**src/rtl/button_debounce_pkg.sv**
```systemverilog
// Shared types and helpers for the push-button debouncer.
// FSM encoding is fixed so waveforms stay readable: the MSB is the settled level.
package button_debounce_pkg;

  typedef enum logic [1:0] {
    IDLE_LOW  = 2'b00,
    WAIT_HIGH = 2'b01,
    HIGH      = 2'b11,
    WAIT_LOW  = 2'b10
  } state_t;

  // Terminal count of a width-bit stability counter (2^width - 1).
  function automatic logic [31:0] cnt_max(input int unsigned width);
    logic [32:0] span;
    span = 33'd1 << width;
    return 32'(span - 33'd1);
  endfunction

endpackage

```
**src/rtl/sync_2ff.sv**
```systemverilog
// Generic single-bit two-flop synchroniser, asynchronous active-low reset to 0.
module sync_2ff (
  input  logic clk,
  input  logic rst_n,
  input  logic d,
  output logic q
);

  logic s1;

  always_ff @(posedge clk or negedge rst_n) begin
    if (!rst_n) begin
      s1 <= 1'b0;
      q  <= 1'b0;
    end else begin
      s1 <= d;
      q  <= s1;
    end
  end

endmodule

```
**src/rtl/button_debounce.sv**
```systemverilog
// Push-button conditioner: synchroniser, stability-counter FSM, level and edge strobes.
// Build option BUTTON_DEBOUNCE_INVERT_EN treats the pin as active-low.
module button_debounce
  import button_debounce_pkg::*;
#(
  parameter int unsigned CNT_WIDTH = 20
) (
  input  logic clk,
  input  logic rst_n,
  input  logic button_raw,
  output logic btn_level,
  output logic btn_press,
  output logic btn_release,
  output logic bouncing
);

  localparam logic [CNT_WIDTH-1:0] CNT_MAX = CNT_WIDTH'(cnt_max(CNT_WIDTH));

  logic pin;
  logic s2;

`ifdef BUTTON_DEBOUNCE_INVERT_EN
  assign pin = ~button_raw;
`else
  assign pin = button_raw;
`endif

  sync_2ff u_sync (
    .clk   (clk),
    .rst_n (rst_n),
    .d     (pin),
    .q     (s2)
  );

  state_t               state, state_next;
  logic [CNT_WIDTH-1:0] cnt, cnt_next;
  logic                 level_next, press_next, release_next;

  always_ff @(posedge clk or negedge rst_n) begin
    if (!rst_n) begin
      state       <= IDLE_LOW;
      cnt         <= '0;
      btn_level   <= 1'b0;
      btn_press   <= 1'b0;
      btn_release <= 1'b0;
    end else begin
      state       <= state_next;
      cnt         <= cnt_next;
      btn_level   <= level_next;
      btn_press   <= press_next;
      btn_release <= release_next;
    end
  end

  // Any reversal during qualification aborts with no partial credit kept.
  always_comb begin
    state_next   = state;
    cnt_next     = cnt;
    level_next   = btn_level;
    press_next   = 1'b0;
    release_next = 1'b0;
    case (state)
      IDLE_LOW: begin
        if (s2) begin
          state_next = WAIT_HIGH;
          cnt_next   = '0;
        end
      end
      WAIT_HIGH: begin
        if (!s2) begin
          state_next = IDLE_LOW;
          cnt_next   = '0;
        end else if (cnt == CNT_MAX) begin
          state_next = HIGH;
          cnt_next   = '0;
          level_next = 1'b1;
          press_next = 1'b1;
        end else begin
          cnt_next = cnt + CNT_WIDTH'(1);
        end
      end
      HIGH: begin
        if (!s2) begin
          state_next = WAIT_LOW;
          cnt_next   = '0;
        end
      end
      WAIT_LOW: begin
        if (s2) begin
          state_next = HIGH;
          cnt_next   = '0;
        end else if (cnt == CNT_MAX) begin
          state_next   = IDLE_LOW;
          cnt_next     = '0;
          level_next   = 1'b0;
          release_next = 1'b1;
        end else begin
          cnt_next = cnt + CNT_WIDTH'(1);
        end
      end
      default: begin
        state_next = IDLE_LOW;
        cnt_next   = '0;
      end
    endcase
  end

  assign bouncing = (state == WAIT_HIGH) || (state == WAIT_LOW);

endmodule

```
**config.mk**
```make
export PLATFORM = sky130hd
export DESIGN_NAME = button_debounce
export DESIGN_NICKNAME = d
export VERILOG_FILES = /design/src/rtl/button_debounce_pkg.sv /design/src/rtl/sync_2ff.sv /design/src/rtl/button_debounce.sv
export SDC_FILE = /design/constraint.sdc
export NUM_CORES = 1
export LEC_CHECK = 0
export BUFFER_PORTS_ARGS = -buffer_cell sky130_fd_sc_hd__buf_2
export CAP_MARGIN = 0
export CORE_MARGIN = 4
export CORE_UTILIZATION = 30
export DETAILED_ROUTE_END_ITERATION = 8
export GPL_ROUTABILITY_DRIVEN = 0
export HOLD_SLACK_MARGIN = 0.08
export PLACE_DENSITY_LB_ADDON = 0.15
export REMOVE_ABC_BUFFERS = 1
export SLEW_MARGIN = 20
export SYNTH_ARGS = -nofsm -noshare
export SYNTH_HDL_FRONTEND = slang
export SYNTH_SLANG_ARGS = --single-unit
```
**constraint.sdc**
```tcl
create_clock -name clk -period 3.1 [get_ports clk]
set_clock_uncertainty 0.05 [all_clocks]
set_input_delay 0.465 -clock clk [delete_from_list [all_inputs] [get_ports clk]]
set_output_delay 0.465 -clock clk [all_outputs]
set_load 0.05 [all_outputs]
```
# Yosys cells after proc, flatten, opt, wreduce, memory -nomap -nowiden
# Index checks and enable logic that the tools add are counted.
[word_totals]
reg_bits = 27
in_bits = 3
output_inout_bits = 4
word_cells = 49
[op_classes]
addsub = 1
eq_ne = 12
n_mux = 23
n_reduce_logical = 6
[ops]
columns = ["op", "n"]
rows = [
  ["$mux 20", 5],
  ["$pmux 20 s4", 1],
  ["$add 20x1->20 const B", 1],
  ["$eq 20x20->1 const B", 1],
  ["$mux 2", 6],
  ["$mux 1", 9],
  ["$ne 2x2->1 const B", 4],
  ["$pmux 2 s4", 1],
  ["$reduce_and 5->1", 1],
  ["$eq 2x2->1 const B", 2],
  ["$ne 2x1->1 const B", 2],
  ["$reduce_and 4->1", 1],
  ["$ne 3x2->1 const B", 1],
  ["$ne 3x3->1 const B", 1],
  ["$eq 2x1->1 const B", 1],
  ["$logic_not 2->1", 1],
  ["$pmux 1 s2", 1],
  ["$reduce_and 2->1", 1],
  ["$reduce_bool 2->1", 1],
  ["$logic_or 1x1->1", 1],
]

# Logic depth before layout (Yosys ltp)
# Gate-level depths: netlist of run 1.
[depth]
ltp_word = 4
mapped_depth = 9
mapped_depth_nobuf = 7

# Cells and area by module
# A second synthesis of run 1 with hierarchy kept.
[unflattened]
cells_unflattened = 164
area_unflattened_um2 = 1567.8
[modules_own_cells]
columns = ["mod", "instances", "cells_each", "area_per_inst_um2"]
rows = [
  ["button_debounce", 1, 162, 1517.7],
  ["sync_2ff", 1, 2, 50.0],
]

# Worst setup path after synthesis of run 1
# No wires, ideal clock.
[synth_timing]
path_kind = "reg2reg"
from = "register state[0]"
to = "register cnt[19]"
setup_time_ns = 0.082
t_arrival_ns = 2.027
path_slack_ns = 0.941
stages_incl_launch_ff = 8
path_cell_list = "dfrtp_1 -> inv_1 -> ha_1 -> o21ai_1 -> a21oi_2 -> buf_6 -> o31ai_1 -> a31oi_1"
[synth_via]
elab_chain_len = 3
elab_cells_between_ends = 8
classes_between = "eq/ne (5); mux (1); reduce/logical (2)"
[synth_rtl]
columns = ["element", "line", "text"]
rows = [
  ["start: declaration", "button_debounce.sv:35", "state_t state, state_next;"],
  ["start signal: assignment", "button_debounce.sv:47", "state <= state_next;"],
  ["$eq 2x2->1 / $logic_not 2->1 (equally long branches)", "button_debounce.sv:62", "case (state)"],
  ["$ne 2x2->1 (no line) / $ne 2x1->1 (equally long branches)", "n/a", ""],
  ["$reduce_and 2->1 (no line)", "n/a", ""],
  ["end signal: assignment", "button_debounce.sv:48", "cnt <= cnt_next;"],
  ["end: declaration", "button_debounce.sv:36", "logic [CNT_WIDTH-1:0] cnt, cnt_next;"],
]
# Several ways; a longest one is shown, not always the timed one.
# A chain may end at the register's enable or synchronous reset.

# Worst setup path in the final report of run 1
[layout_timing]
from = "register state[0]"
to = "register cnt[15]"
# The elaborated chain is that of the path after synthesis.

==> results of run 1 <==
==> flip-flops by register name, summed over array words and instances (netlist names) <==
| signal | count |
|---|---|
| cnt | 20 |
| state | 2 |
| btn_level | 1 |
| btn_press | 1 |
| btn_release | 1 |
| u_sync.q | 1 |
| u_sync.s1 | 1 |
==> worst reg2reg max path: stages (launching register included) <==
cell	delay (ns)
dfrtp_1	0.42
inv_1	0.15
ha_1	0.25
nor3b_1	0.20
o21ai_1	0.25
a21oi_2	0.69
o21ai_0	0.21
a31oi_1	0.20
==> Yosys cell counts (3+ instances only) <==
cell type,count
a21oi_1,10
a31oi_1,7
and3_1,4
and4_1,3
buf_6,4
dfrtp_1,27
ha_1,6
inv_1,7
mux2i_1,4
nand2_1,15
nand3_1,9
nand4_1,6
nor2_1,8
o21ai_0,15
o21ai_1,6
o31ai_1,4
or3_1,3
==> power breakdown <==
group / total [mW] / switching [mW] / internal, mW
registers: 0.393 / 0.0213 / 0.372
clock network: 0.205 / 0.115 / 0.0903
logic: 0.413 / 0.288 / 0.125
==> placed cells by master (no fill, tap or decap), types with 2 or more instances in the layout <==
master,instances
o21ai_0,15
a21oi_1,10
o31ai_1,4
nand4_1,6
o21ai_1,6
a21o_1,2
nand3_1,9
nor2_1,8
clkbuf_8,3
nand2_1,15
nand2b_1,2
nor3b_1,2
a21oi_2,2
a22o_1,2
nor4_1,2
or4_1,2
mux2i_1,4
inv_1,7
dfrtp_1,27
xor2_1,2
and4_1,3
or3_1,3
a31oi_1,7
and3_1,4
buf_2,6
ha_1,6
==> metal layers <==
metal,share of wire (%),track usage [%]
met4,1.2,3.55
met5,0,0
met3,2.9,2.71
met1,52,16.7
met2,44,18.0
==> logic make-up (layout without fill, tap and decap cells) <==
| group | count (synthesis) | in the layout | synth area share [%] |
|---|---|---|---|
| and+or+nand+nor | 62 | 62 | 23.1 |
| AOI/OAI and AO/OA | 50 | 50 | 19.0 |
| DFF | 27 | 27 | 43.5 |
| buffers and inverters | 13 | 17 | 5.15 |
| adders and majority gates | 6 | 6 | 4.83 |
| muxes | 5 | 5 | 3.30 |
| xor gates and xnor gates | 2 | 2 | 1.13 |
==> per-stage QoR <==
stage                     setup WS (ns)  hold slack (ns)
after global routing              0.384            0.197
after floorplan                   0.842            0.119
after global placement            0.649            0.284
after detailed placement          0.617            0.290
final                             0.614            0.143
after CTS                         0.581            0.167
==> layout make-up <==
type                    instances  area, µm²
clock buffers                   3       41.3
clock inverters                 1       5.00
fillers                       523       3220
inverters                       7       26.3
multi-input cells             125        798
flip-flops and latches         27        676
well taps                      67       83.8
repair buffers                  6       30.0
==> how the worst max path moves through the flow <==
stage	depth (start not counted)	startpoint	slack [ns]	end
detailed placement	7	state[0]	0.62	cnt[15]
floorplan	6	state[0]	0.84	cnt[15]
global route	7	state[0]	0.38	cnt[7]
global placement	7	state[0]	0.65	cnt[15]
CTS	7	state[0]	0.58	cnt[15]
finish	7	state[0]	0.61	cnt[15]
==> impl_metrics.toml, run 1 <==
[detailed_routing]
drt-total-wl_mm = 3.43
routedWlPerCell_um = 14.5
drc = 0
via_per_inst = 5.35
vias = 1262
drt_first_iter_violations = 85
final_antenna_net_count = 0
firstDrtPassIters = 4

[die]
rows = 25
coreArea_um2 = 4880
start_util_pct = 31.8
io_pins = 7
die-area_um2 = 6400
die_h_um = 80.0
fp.dieW_um = 80.0

[clock_network]
cts_resized = 0
clkLatencyLatePin_ns = 0.28
clkTransAtPathRegs_ns = 0.09
h-tree-depth = 1
cts.sink_count = 27
cts_tree = "built"
cts_setup_buffers = 0
root_buffer = "clkbuf_8"
hold_buffers = 0
clk_path_buf_depth = 2
cts_made_buffers = 3

[worst_setup_path]
crit_path_start_kind = "flip-flop"
crit_buf_inv = 1
cp_max_fo = 18
crit_family = "compound AO/OA/AOI/OAI gates"
r2r_end = "cnt[15]"
crit_required_ns = 3.25
critPathKind = "reg2reg"
endpoint_kind = "flip-flop"
crit_chain = "inv_1, ha_1, nor3b_1, o21ai_1, a21oi_2, o21ai_0, a31oi_1"
cp_slowest_cell = "a21oi_2"
rr_startpoint = "state[0]"
r2r_cells = 7
cp_slowest_stage_delay_ns = 0.69
r2r_setup_slack_ns = 0.61
critical_path_arrival_ns = 2.64

[timing]
tightest_slew_ns = 0.824
slew_violations = 0
final-setup-viol-count = 0
fin_tns_setup_ns = 0
rsz0062_at_grt = "false"
fin_crit_sh_pct = 80.2
relSlewSlack_pct = 43.5
max_freq_mhz = 402
hold_viol = 0
fin_crit_ns = 2.49

[min_path]
hp-class = "in2async"

[power_and_ir_drop]
fin_total_pwr_mw = 1.01
ir_drop_v = 0.000445
p_leak_nw = 0.693
p_per_area_nw_per_um2 = 609

[yosys]
synth.area.top_cells = "dfrtp_1, ha_1, o21ai_0"
synth_area_um2 = 1550
synth_async_sr_flop_share_pct = 100
ys_types = 36
synth_largest_area_cell = "dfrtp_1"
synth_top_area_share_pct = 43.5
synth_warnings = 0
synth_edf_count = 0
netlist_instances = 165
ys_seq_elements = 27
syn_avg_cell_area_um2 = 9.42
synth_ff_type = "dfrtp_1"
yosysSeqAreaShare_pct = 43.5

[placement]
portBuffers = 6
place_hpwl_mm = 2.40
place_inst = 232
place_area_um2 = 1610

[global_routing]
grt_pass1_wl_mm = 5.84
antenna_found_initial = 0
first_global_vias = 1140
grt_max_degree = 28
overflow = 0
grt_usage_pct = 11.9

[status]
status = "finished, final reports clean"

[cells_and_area]
area_delta_synth_final_pct = 6.84
n_antenna_cell = 0
final_layout_size_suffix_gt1_share_pct = 9.47
finish.utilization_pct = 34.0
finalInstanceArea_um2 = 1660
finalNonFillerCells = 236
final_nets = 179

[run]
drv_cap = 0
Power figures use the tool's default switching activity.
==> inputs of run 2 (changes only) <==
==> constraint.sdc (replaced) <==
create_clock -name clk -period 2 [get_ports clk]
set_clock_uncertainty 0.05 [all_clocks]
set_input_delay 0.3 -clock clk [delete_from_list [all_inputs] [get_ports clk]]
set_output_delay 0.3 -clock clk [all_outputs]
set_load 0.05 [all_outputs]
==> impl_metrics.toml, run 2 (synthesis gave the netlist of run 1 again) <==
[status]
status = "finished, final reports clean"

[worst_setup_path]
crit_required_ns = 2.16
rr_startpoint = "state[0]"
critPathKind = "reg2reg"
crit_start = "state[0]"
critical_path_arrival_ns = 2.03
cp_max_fo = 9
endpoint_kind = "flip-flop"
crit_path_start_kind = "flip-flop"

[global_routing]
first_global_vias = 1275
grt_usage_pct = 12.5
overflow = 0
grt_max_degree = 28
grt_pass1_wl_mm = 6.24
antenna_found_initial = 0

[timing]
final.setup.worst_slack_ns = 0.128
fin_crit_sh_pct = 93.6
fin_crit_ns = 1.87
rsz0062_at_grt = "false"
tightest_slew_ns = 0.604
relSlewSlack_pct = 59.7
fin_hold_ws_ns = 0.304
slew_violations = 0
final-setup-viol-count = 0
hold_viol = 0
max_freq_mhz = 534

[cells_and_area]
register_area_um2 = 676
multiInputGateArea_um2 = 815
final_cell_mix = "dfrtp_1, buf_4, nand2_1, o21ai_0, a21oi_1"
largestRegisters = "cnt: 20 flops, state: 2 flops"
num-fill-cells = 526
final_layout_size_suffix_gt1_share_pct = 19.8
area_delta_synth_final_pct = 17.1
final_common_cell = "dfrtp_1"
final_nets = 197
top_register = "cnt"
largest_register_ffs = 20
n_antenna_cell = 0

[clock_network]
h-tree-depth = 1
cts_setup_buffers = 0
cts_made_buffers = 3
cts.sink_count = 27
clkTransAtPathRegs_ns = 0.09
root_buffer = "clkbuf_8"
clkLatencyLatePin_ns = 0.28
clk_path_buf_depth = 2
cts_tree = "built"

[power_and_ir_drop]
p_leak_nw = 0.778
ir_drop_v = 0.000578
fin_total_pwr_mw = 1.72
p_per_area_nw_per_um2 = 944

[min_path]
worstHoldStart = "u_sync.s1"
hp-class = "reg2reg"

[die]
die_h_um = 80.0
fp.dieW_um = 80.0
io_pins = 7
coreArea_um2 = 4880
start_util_pct = 31.8
die-area_um2 = 6400
rows = 25

[detailed_routing]
drt_first_iter_violations = 102
vias = 1351
drt-total-wl_mm = 3.64
routedWlPerCell_um = 14.3
via_per_inst = 5.32
drc = 0
final_antenna_net_count = 0
firstDrtPassIters = 5

[placement]
dp_slack_ns = 0.00376
portBuffers = 6
place_hpwl_mm = 2.61

[run]
drv_cap = 0
run 2: per-stage QoR:
stage	instance area, µm²	utilization, %	instances	setup TNS [ns]
after floorplan	1500	-	159	-2.44
after global placement	1730	35.5	248	0
after detailed placement	1730	35.5	248	0
after CTS	1800	37.0	254	0
after global routing	1820	37.3	254	0
final	1820	37.3	254	0
run 2: routing by layer:
| metal | share of wire [%] | up-vias | track usage (%) |
|---|---|---|---|
| li1 | - | 657 | - |
| met1 | 50 | 656 | 17.3 |
| met2 | 46 | 32 | 19.5 |
| met3 | 3.5 | 6 | 3.05 |
| met4 | 0.91 | 0 | 2.53 |
| met5 | 0 | - | 0 |
run 2: critical path, stage by stage (launching register included):
cell	delay, ns
dfrtp_1	0.43
inv_2	0.11
ha_1	0.22
nor3b_2	0.20
o21ai_2	0.10
a21o_2	0.26
or3_1	0.35
o21ai_1	0.07
run 2: final cells by class:
cell class	count	area share (%)
Sequential cell	27	37.1
Inverter	7	1.44
Clock buffer	3	2.27
Multi-Input combinational cell	125	44.8
Clock inverter	1	0.413
Timing Repair Buffer	24	9.35
Tap cell	67	4.61
run 2: path summary, 6_finish.rpt:
path                                  to  cells past startpoint  slack, ns
worst min register to register  u_sync.q                      0       0.30
worst min-delay path            u_sync.q                      0       0.30
min in group asynchronous        cnt[14]                      2       0.49
worst max-delay path              cnt[5]                      7       0.13
max in group asynchronous         cnt[1]                      2       1.00
worst max register to register    cnt[5]                      7       0.13
run 2: where the power goes:
part           internal (mW)  leakage (nW)  switching [mW]  total [mW]
clock                  0.142        0.0217           0.181       0.323
sequential             0.577         0.368          0.0268       0.604
combinational          0.298         0.389           0.493       0.790
run 2: what timing repair did:
action | CTS | global route
hold endpoints to repair | 28 | 0
gates resized for setup | 1 | 4
setup endpoints to repair | 2 | 13
cloned | 0 | 0
hold buffers | 2 | 0
pin swaps | 0 | 1
